<file path="src/rtl/sram_arb_pkg.sv">
// Shared types and constants for the two-port SRAM arbiter.
package sram_arb_pkg;

  // Access sequencer states
  typedef enum logic [1:0] {
    IDLE   = 2'd0,
    ACCESS = 2'd1,
    DONE   = 2'd2
  } state_t;

  // Requester identity; also the encoding of the grant_b output
  typedef enum logic {
    REQ_A = 1'b0,
    REQ_B = 1'b1
  } req_id_t;

  // SRAM control strobes are active-low
  localparam logic STROBE_ACTIVE   = 1'b0;
  localparam logic STROBE_INACTIVE = 1'b1;

endpackage

</file>
<file path="src/rtl/sram_arbiter_rr_arb2.sv">
// Two-way round-robin picker: a lone requester wins outright; on contention
// the port that did not win last time is chosen.
module rr_arb2
  import sram_arb_pkg::*;
(
  input  logic    req_a_i,
  input  logic    req_b_i,
  input  req_id_t last_i,
  output req_id_t win_o,
  output logic    valid_o
);

  // Combinational pick, defaulting to A when only A (or nobody) asks
  always_comb begin
    valid_o = req_a_i | req_b_i;
    win_o   = REQ_A;
    if (req_a_i && req_b_i) begin
      win_o = (last_i == REQ_A) ? REQ_B : REQ_A;
    end else if (req_b_i) begin
      win_o = REQ_B;
    end
  end

endmodule

</file>
<file path="src/rtl/sram_arbiter.sv">
// Shares one asynchronous SRAM between port A (CPU) and port B (loader/debug).
// Each access is IDLE -> ACCESS (WAIT_CYCLES cycles of strobes) -> DONE (ack).
// All SRAM strobes and the tristate enable are registered so they are glitch-free.
module sram_arbiter
  import sram_arb_pkg::*;
#(
  parameter int WAIT_CYCLES = 2,
  parameter int AW          = 20,
  parameter int DW          = 16
) (
  input  logic          Clk,
  input  logic          Reset,
  input  logic          A_req,
  input  logic          A_we,
  input  logic [AW-1:0] A_addr,
  input  logic [DW-1:0] A_wdata,
  output logic          A_ack,
  output logic [DW-1:0] A_rdata,
  input  logic          B_req,
  input  logic          B_we,
  input  logic [AW-1:0] B_addr,
  input  logic [DW-1:0] B_wdata,
  output logic          B_ack,
  output logic [DW-1:0] B_rdata,
  output logic          busy,
  output logic          grant_b,
  output logic [AW-1:0] ADDR,
  output logic          CE,
  output logic          UB,
  output logic          LB,
  output logic          OE,
  output logic          WE,
  output logic [DW-1:0] Data_to_SRAM,
  input  logic [DW-1:0] Data_from_SRAM,
  output logic          tri_oe
);

  localparam int CNT_W = $clog2(WAIT_CYCLES + 1);

  state_t        state_q;
  req_id_t       grant_q;
  logic [CNT_W-1:0] cnt_q;
  logic          we_q;
  logic [AW-1:0] addr_q;
  logic [DW-1:0] wdata_q;
  logic [DW-1:0] a_rdata_q, b_rdata_q;
  logic          a_ack_q, b_ack_q, busy_q, tri_oe_q;
  logic          ce_q, oe_q, we_n_q;

  req_id_t       arb_win_d;
  logic          arb_valid_d;
  logic          sel_we_d;
  logic [AW-1:0] sel_addr_d;
  logic [DW-1:0] sel_wdata_d;
  logic          cnt_last_d;

  rr_arb2 u_rr_arb2 (
    .req_a_i (A_req),
    .req_b_i (B_req),
    .last_i  (grant_q),
    .win_o   (arb_win_d),
    .valid_o (arb_valid_d)
  );

  // Steer the winning port's request fields toward the latch in IDLE
  always_comb begin
    sel_we_d    = (arb_win_d == REQ_B) ? B_we    : A_we;
    sel_addr_d  = (arb_win_d == REQ_B) ? B_addr  : A_addr;
    sel_wdata_d = (arb_win_d == REQ_B) ? B_wdata : A_wdata;
    cnt_last_d  = (cnt_q == CNT_W'(WAIT_CYCLES - 1));
  end

  // Access sequencer: latches the request, drives strobes, captures read data, pulses ack
  always_ff @(posedge Clk) begin
    if (Reset) begin
      state_q   <= IDLE;
      grant_q   <= REQ_B;
      cnt_q     <= '0;
      we_q      <= 1'b0;
      addr_q    <= '0;
      wdata_q   <= '0;
      a_rdata_q <= '0;
      b_rdata_q <= '0;
      a_ack_q   <= 1'b0;
      b_ack_q   <= 1'b0;
      busy_q    <= 1'b0;
      tri_oe_q  <= 1'b0;
      ce_q      <= STROBE_INACTIVE;
      oe_q      <= STROBE_INACTIVE;
      we_n_q    <= STROBE_INACTIVE;
    end else begin
      case (state_q)
        IDLE: begin
          a_ack_q <= 1'b0;
          b_ack_q <= 1'b0;
          if (arb_valid_d) begin
            state_q  <= ACCESS;
            grant_q  <= arb_win_d;
            cnt_q    <= '0;
            we_q     <= sel_we_d;
            addr_q   <= sel_addr_d;
            busy_q   <= 1'b1;
            ce_q     <= STROBE_ACTIVE;
            oe_q     <= sel_we_d ? STROBE_INACTIVE : STROBE_ACTIVE;
            we_n_q   <= sel_we_d ? STROBE_ACTIVE : STROBE_INACTIVE;
            tri_oe_q <= sel_we_d;
            // Keep the previous write data on reads so the bus value stays stable
            if (sel_we_d) begin
              wdata_q <= sel_wdata_d;
            end
          end
        end
        ACCESS: begin
          cnt_q <= cnt_q + 1'b1;
          if (cnt_last_d) begin
            state_q  <= DONE;
            ce_q     <= STROBE_INACTIVE;
            oe_q     <= STROBE_INACTIVE;
            we_n_q   <= STROBE_INACTIVE;
            tri_oe_q <= 1'b0;
            if (grant_q == REQ_B) begin
              b_ack_q <= 1'b1;
              if (!we_q) b_rdata_q <= Data_from_SRAM;
            end else begin
              a_ack_q <= 1'b1;
              if (!we_q) a_rdata_q <= Data_from_SRAM;
            end
          end
        end
        DONE: begin
          a_ack_q <= 1'b0;
          b_ack_q <= 1'b0;
          busy_q  <= 1'b0;
          state_q <= IDLE;
        end
        default: begin
          state_q <= IDLE;
        end
      endcase
    end
  end

  // Byte lanes always enabled together with chip enable (16-bit accesses only)
  always_comb begin
    A_ack        = a_ack_q;
    B_ack        = b_ack_q;
    A_rdata      = a_rdata_q;
    B_rdata      = b_rdata_q;
    busy         = busy_q;
    grant_b      = (grant_q == REQ_B);
    ADDR         = addr_q;
    CE           = ce_q;
    UB           = ce_q;
    LB           = ce_q;
    OE           = oe_q;
    WE           = we_n_q;
    Data_to_SRAM = wdata_q;
    tri_oe       = tri_oe_q;
  end

endmodule
</file>
<file path="config.mk">
export PLATFORM = sky130hd
export DESIGN_NAME = sram_arbiter
export DESIGN_NICKNAME = d
export VERILOG_FILES = /design/src/rtl/sram_arb_pkg.sv /design/src/rtl/sram_arbiter_rr_arb2.sv /design/src/rtl/sram_arbiter.sv
export SDC_FILE = /design/constraint.sdc
export NUM_CORES = 1
export LEC_CHECK = 0
export CORE_MARGIN = 2
export CORE_UTILIZATION = 29
export CTS_BUF_LIST = sky130_fd_sc_hd__clkbuf_16
export DETAILED_ROUTE_END_ITERATION = 10
export PLACE_DENSITY = 0.71
export SYNTH_ARGS = -nofsm -noshare
export SYNTH_HDL_FRONTEND = slang
export SYNTH_SLANG_ARGS = --single-unit
</file>
<file path="constraint.sdc">
create_clock -name Clk -period 4.4 [get_ports Clk]
set_input_delay 0.88 -clock Clk [delete_from_list [all_inputs] [get_ports Clk]]
set_output_delay 0.88 -clock Clk [all_outputs]
set_load 0.01 [all_outputs]
</file>
## Word-level counts from Yosys, hierarchy flattened

Cells that the tools add are included.

- Output and inout port bits: 78
- RAM bits: 0
- Word-level logic and storage cells: 73
- Memory bits (read-only): 0
- Latch bits: 0
- Flip-flop bits (word level): 81
- Memories: 0
- Input bits: 94

- Equality and inequality tests: 7
- Add/subtract/negate cells: 1
- Multiplexer cells: 31
- Multipliers: 0
- $lt $le $gt $ge: 0
- Reductions and logical operators: 16
- Bitwise logic cells: 3
- Shift-type cells: 0
- Divide/modulo/power cells: 0

Operators by type and width:

| kind | number |
|---|---|
| 20-bit two-way mux | 1 |
| 1-bit two-way mux | 17 |
| 16-bit two-way mux | 1 |
| 1-bit one-hot mux with 2 select lines | 7 |
| 3-bit AND reduction | 4 |
| 2-bit != test, second input constant | 4 |
| 2-bit one-hot mux with 2 select lines | 2 |
| 2-bit AND reduction | 4 |
| 4-bit AND reduction | 2 |
| 2-bit two-way mux | 3 |
| 2-bit nonzero test | 3 |
| 2-bit by 1-bit equality test with 1-bit output, second input constant | 2 |
| 2-bit by 1-bit adder with 2-bit output, second input constant | 1 |
| 2-bit equality test, second input constant | 1 |
| 2-bit logical NOT | 1 |
| 1-bit NOT | 2 |
| 2-bit OR reduction | 1 |
| 1-bit logical AND | 1 |
| 1-bit OR | 1 |

## Logic depth before layout (Yosys ltp)

- Depth in word-level cells: 6
- Mapped depth: 8
- Gate-level depth less buffers: 6

## Hierarchy

From an unflattened synthesis, not the netlist that was laid out.

- Cell total of the unflattened synthesis: 344
- Area total of the unflattened synthesis: 3484.6 um2

Modules (own cells, without submodules):

| module | cells each | sequential area each (um2) | area each (um2) | instances |
|---|---|---|---|---|
| sram_arbiter | 342 | 1621.6 | 3470.8 | 1 |
| rr_arb2 | 2 | 0.0 | 13.8 | 1 |

## Worst setup path after synthesis

No wires, ideal clock.

- Path kind: input to register
- Start point: in B_req
- End point: reg wdata_q[10] (netlist: Data_to_SRAM[10])
- Buffers on the path: 1
- Cell stages on the path: 5
- Slack: 2.515 ns
- Required time: 4.266 ns
- Setup time: 0.134 ns
- Arrival time: 1.752 ns
- Cell sequence: a21bo_4 buf_2 or3_1 a21oi_1 nor3_2

- Word-level cells in the longest chain between the ends: 4
- Elaborated cells between the ends (all ways): 7
- Those cells by class: mux: 4; bitwise: 1; reduce/logical: 2

Ends and longest elaborated chain:

| item | RTL line | text |
|---|---|---|
| start: declaration | sram_arbiter.sv:19 | `input logic B_req,` |
| 1-bit two-way mux or 1-bit logical AND (tied branches) | sram_arbiter_rr_arb2.sv:19, sram_arbiter_rr_arb2.sv:17 |  |
| 1-bit two-way mux | sram_arbiter_rr_arb2.sv:17 | `if (req_a_i && req_b_i) begin` |
| 1-bit two-way mux | sram_arbiter.sv:67 | `sel_we_d = (arb_win_d == REQ_B) ? B_we : A_we;` |
| 3-bit AND reduction (no line) | n/a |  |
| end signal: assignment | sram_arbiter.sv:109 | `wdata_q <= sel_wdata_d;` |
| end: declaration | sram_arbiter.sv:45 | `logic [DW-1:0] wdata_q;` |

Parallel ways exist; a longest one is shown, timed or not.
A chain may end at the register's enable or synchronous reset.

## Final worst setup path

- Start point: in A_req
- End point: reg wdata_q[7] (netlist: Data_to_SRAM[7])

- Word-level cells in the longest chain between the ends: 4
- Elaborated cells between the ends (all ways): 6
- Those cells by class: mux: 3; bitwise: 1; reduce/logical: 2

Ends and longest elaborated chain:

| item | RTL line | text |
|---|---|---|
| start: declaration | sram_arbiter.sv:13 | `input logic A_req,` |
| 1-bit logical AND | sram_arbiter_rr_arb2.sv:17 |  |
| 1-bit two-way mux | sram_arbiter_rr_arb2.sv:17 |  |
| 1-bit two-way mux | sram_arbiter.sv:67 |  |
| 3-bit AND reduction (no line) | n/a |  |

Parallel ways exist; a longest one is shown, timed or not.

==> run_summary.xml <==
<?xml version="1.0" encoding="UTF-8"?>
<metrics>
  <group name="power">
    <metric name="ir_drop" unit="V">0.0001935</metric>
    <metric name="static-leakage-power" unit="nW">1.942</metric>
    <metric name="powerDensity" unit="nW/um2">354.4</metric>
  </group>
  <group name="cells_and_area">
    <metric name="layout.nets" unit="">668</metric>
    <metric name="antenna-diode-count" unit="">0</metric>
    <metric name="fillerInstances" unit="">1099</metric>
    <metric name="share_of_layout_cells_above_drive_strength_1" unit="">0.06932</metric>
    <metric name="layout-area-overhead-vs-synth" unit="%">58.03</metric>
    <metric name="ff_latch_area" unit="um2">1622</metric>
    <metric name="utilization" unit="">0.4725</metric>
    <metric name="multi_input_area" unit="um2">1618</metric>
    <metric name="final_area" unit="um2">5441</metric>
  </group>
  <group name="clock_network">
    <metric name="tritoncts_num_sinks" unit="">81</metric>
    <metric name="postCtsSetupBuffers" unit="">0</metric>
    <metric name="tritoncts" unit="">built</metric>
    <metric name="clk-insertion-delay-late" unit="ps">330</metric>
    <metric name="path_clk_slew" unit="ps">60</metric>
    <metric name="root_buffer" unit="">clkbuf_16</metric>
    <metric name="cts_resized" unit="">0</metric>
    <metric name="holdBufCountCts" unit="">0</metric>
    <metric name="cts-buffers-inserted" unit="">9</metric>
    <metric name="ctsLongestPathBuffers" unit="">2</metric>
    <metric name="cts_htree_levels" unit="">3</metric>
  </group>
  <group name="timing">
    <metric name="finalCritPeriodShare" unit="">0.6328</metric>
    <metric name="relSlewSlack" unit="">0.2117</metric>
    <metric name="worst_skew" unit="ps">9.998</metric>
    <metric name="maxClockFrequency" unit="MHz">359.2</metric>
    <metric name="rsz0062_at_grt" unit="">no</metric>
    <metric name="max_slew.worst_pin.slew" unit="ps">1183</metric>
    <metric name="finalCriticalPeriod" unit="ps">2784</metric>
    <metric name="setup_violations" unit="">0</metric>
    <metric name="maxSlewViolCount" unit="">0</metric>
    <metric name="setup_total_negative_slack" unit="ps">0</metric>
    <metric name="hold_viol_final" unit="">0</metric>
    <metric name="finalHoldWorstSlack" unit="ps">452.7</metric>
    <metric name="fin_ws" unit="ps">1616</metric>
  </group>
  <group name="die">
    <metric name="ios" unit="">172</metric>
    <metric name="placement_rows" unit="">39</metric>
    <metric name="initial_core_util" unit="">0.2990</metric>
    <metric name="fp.dieW" unit="um">113.0</metric>
    <metric name="fp.dieH" unit="um">113.0</metric>
    <metric name="die-area" unit="um2">12760</metric>
    <metric name="core_area" unit="um2">11520</metric>
  </group>
  <group name="detailed_routing">
    <metric name="wl" unit="um">10180</metric>
    <metric name="wl_per_cell" unit="um">14.14</metric>
    <metric name="detail_route.drc_violations" unit="">14</metric>
    <metric name="detail-route-antenna-nets" unit="">0</metric>
    <metric name="length_of_the_first_detailed_routing_pass_in_iterations" unit="">7</metric>
    <metric name="vias_per_cell" unit="">4.842</metric>
    <metric name="initial_detailed_routing_violation_count" unit="">261</metric>
    <metric name="num_vias" unit="">3486</metric>
  </group>
  <group name="synth">
    <metric name="synthesis.area_per_instance" unit="um2">8.102</metric>
    <metric name="ys.flop_type" unit="">dfxtp_1</metric>
    <metric name="ys_seq_area_frac" unit="">0.4709</metric>
    <metric name="synth_cell_types" unit="">31</metric>
    <metric name="count_of_flip_flops_with_a_built_in_enable_after_synthesis" unit="">0</metric>
    <metric name="ffs_latches_synth" unit="">81</metric>
    <metric name="synth_top_cells_by_area" unit="">dfxtp_1 (47%), nand2_1 (12%), a21oi_1 (8.7%), or3_1 (6.2%), a311oi_1 (5.1%)</metric>
    <metric name="synthCells" unit="">425</metric>
    <metric name="postSynthNetCount" unit="">520</metric>
    <metric name="synth_commonest_cells" unit="">nand2_1 (108), dfxtp_1 (81), a21oi_1 (60)</metric>
    <metric name="synth_area" unit="um2">3443</metric>
    <metric name="post-synth-top-area-cell" unit="">dfxtp_1</metric>
    <metric name="yosys_warning_count" unit="">0</metric>
    <metric name="synth_largest_type_area_fraction" unit="">0.4709</metric>
    <metric name="yosysMostFrequentCell" unit="">nand2_1</metric>
    <metric name="async_flop_share" unit="">0</metric>
  </group>
  <group name="placement">
    <metric name="finalWeightedCongestion" unit="">0.7960</metric>
    <metric name="detailed_placement_hpwl" unit="um">7417</metric>
    <metric name="placed_area" unit="um2">5162</metric>
    <metric name="io_buffers" unit="">171</metric>
    <metric name="dp_worst_setup_slack" unit="ps">1253</metric>
  </group>
  <group name="min_path">
    <metric name="worst_hold_path_type" unit="">flop to flop</metric>
  </group>
  <group name="status">
    <metric name="outcome" unit="">finished, violations left</metric>
    <metric name="failed_checks" unit="">design-rule violations</metric>
  </group>
  <group name="worst_setup_path">
    <metric name="worst-endpoint-required" unit="ps">4640</metric>
    <metric name="critical_path.max_fanout" unit="">37</metric>
    <metric name="kind_of_end_point_of_the_critical_path" unit="">flop</metric>
    <metric name="critical_path_arrival" unit="ps">3030</metric>
    <metric name="critPathKind" unit="">input port to flop</metric>
    <metric name="timing.critical_path.from_type" unit="">input port</metric>
  </group>
  <group name="global_routing">
    <metric name="grt_antenna_before_repair" unit="">0</metric>
    <metric name="grt_first_pass_wirelength" unit="um">16470</metric>
    <metric name="grt_start_max_net_pins" unit="">61</metric>
    <metric name="grt_pass1_vias" unit="">3424</metric>
    <metric name="overall_fraction_of_global_route_tracks_in_use" unit="">0.1590</metric>
    <metric name="grt_overflow" unit="">0</metric>
  </group>
  <group name="job">
    <metric name="drv.max_cap_violation_count" unit="">0</metric>
  </group>
</metrics>
[registers in the layout, summed over array words and instances (netlist names)]
name / flops
A_rdata: 16
B_rdata: 16
grant_b: 1
tri_oe: 1
A_ack: 1
cnt_q: 2
B_ack: 1
Data_to_SRAM: 16
CE: 1
ADDR: 20
WE: 1
OE: 1
we_q: 1
busy: 1
state_q: 2
[cells by family after synthesis]
kind of cell,count (synthesis),share of synthesized area
adder cells (fa/ha/maj),1,0.003633
AND/OR/NAND/NOR,202,0.2754
multiplexers,1,0.006540
buffers and inverters,42,0.06068
flip-flops,81,0.4709
AO/OA/AOI/OAI,98,0.1828
[power breakdown]
| group | total (mW) | internal, mW | switching (mW) |
|---|---|---|---|
| Clock | 0.701 | 0.429 | 0.272 |
| Sequential | 0.822 | 0.786 | 0.0352 |
| Combinational | 0.406 | 0.220 | 0.186 |
[through the flow]
stage          std cells  total power, mW
2_1_floorplan        425            1.032
3_3_place_gp         705            1.236
3_5_place_dp         705            1.246
4_1_cts              720            1.953
5_1_grt              720            2.029
6_report             720            1.928
[layer usage]
metal  vias up  track usage  routed length [um]
li1       1748            -                   -
met1      1595       0.2014                4439
met2       133       0.2614                4702
met3        10      0.04392                 910
met4         0      0.05528                 132
met5         -            0                   0
[path summary, 6_finish.rpt]
check / slack (ps) / endpoint / cells past startpoint / start
worst max-delay path: 1620 / Data_to_SRAM[7] / 5 / A_req
worst min-delay path: 450 / A_rdata[6] / 2 / A_rdata[6]
worst max register to register: 2180 / Data_to_SRAM[7] / 4 / grant_b
worst min register to register: 450 / A_rdata[6] / 2 / A_rdata[6]
[final cells by class]
class                   instances  area share
well taps                     143     0.03288
multi-input cells             302      0.2973
flip-flops and latches         81      0.2980
clock inverters                 6    0.009887
inverters                       6    0.004139
repair buffers                173      0.3164
clock buffers                   9     0.04139
[layout by cell type (no fill, tap or decap), types with 2 or more instances in the layout]
cell	instances
a21oi_1	60
a21oi_2	7
a311oi_1	20
a31oi_1	3
buf_4	2
clkbuf_16	9
clkdlybuf4s50_1	170
dfxtp_1	81
inv_1	9
nand2_1	108
nand3_1	2
nor2_1	34
nor3_1	9
nor3_2	10
or3_1	34
[critical path: stages]
cell             delay, ps
clkdlybuf4s50_1        590
a21bo_4                440
mux2i_4                740
a21oi_1                150
nor3_1                 220
(Power assumes the default switching activity.)
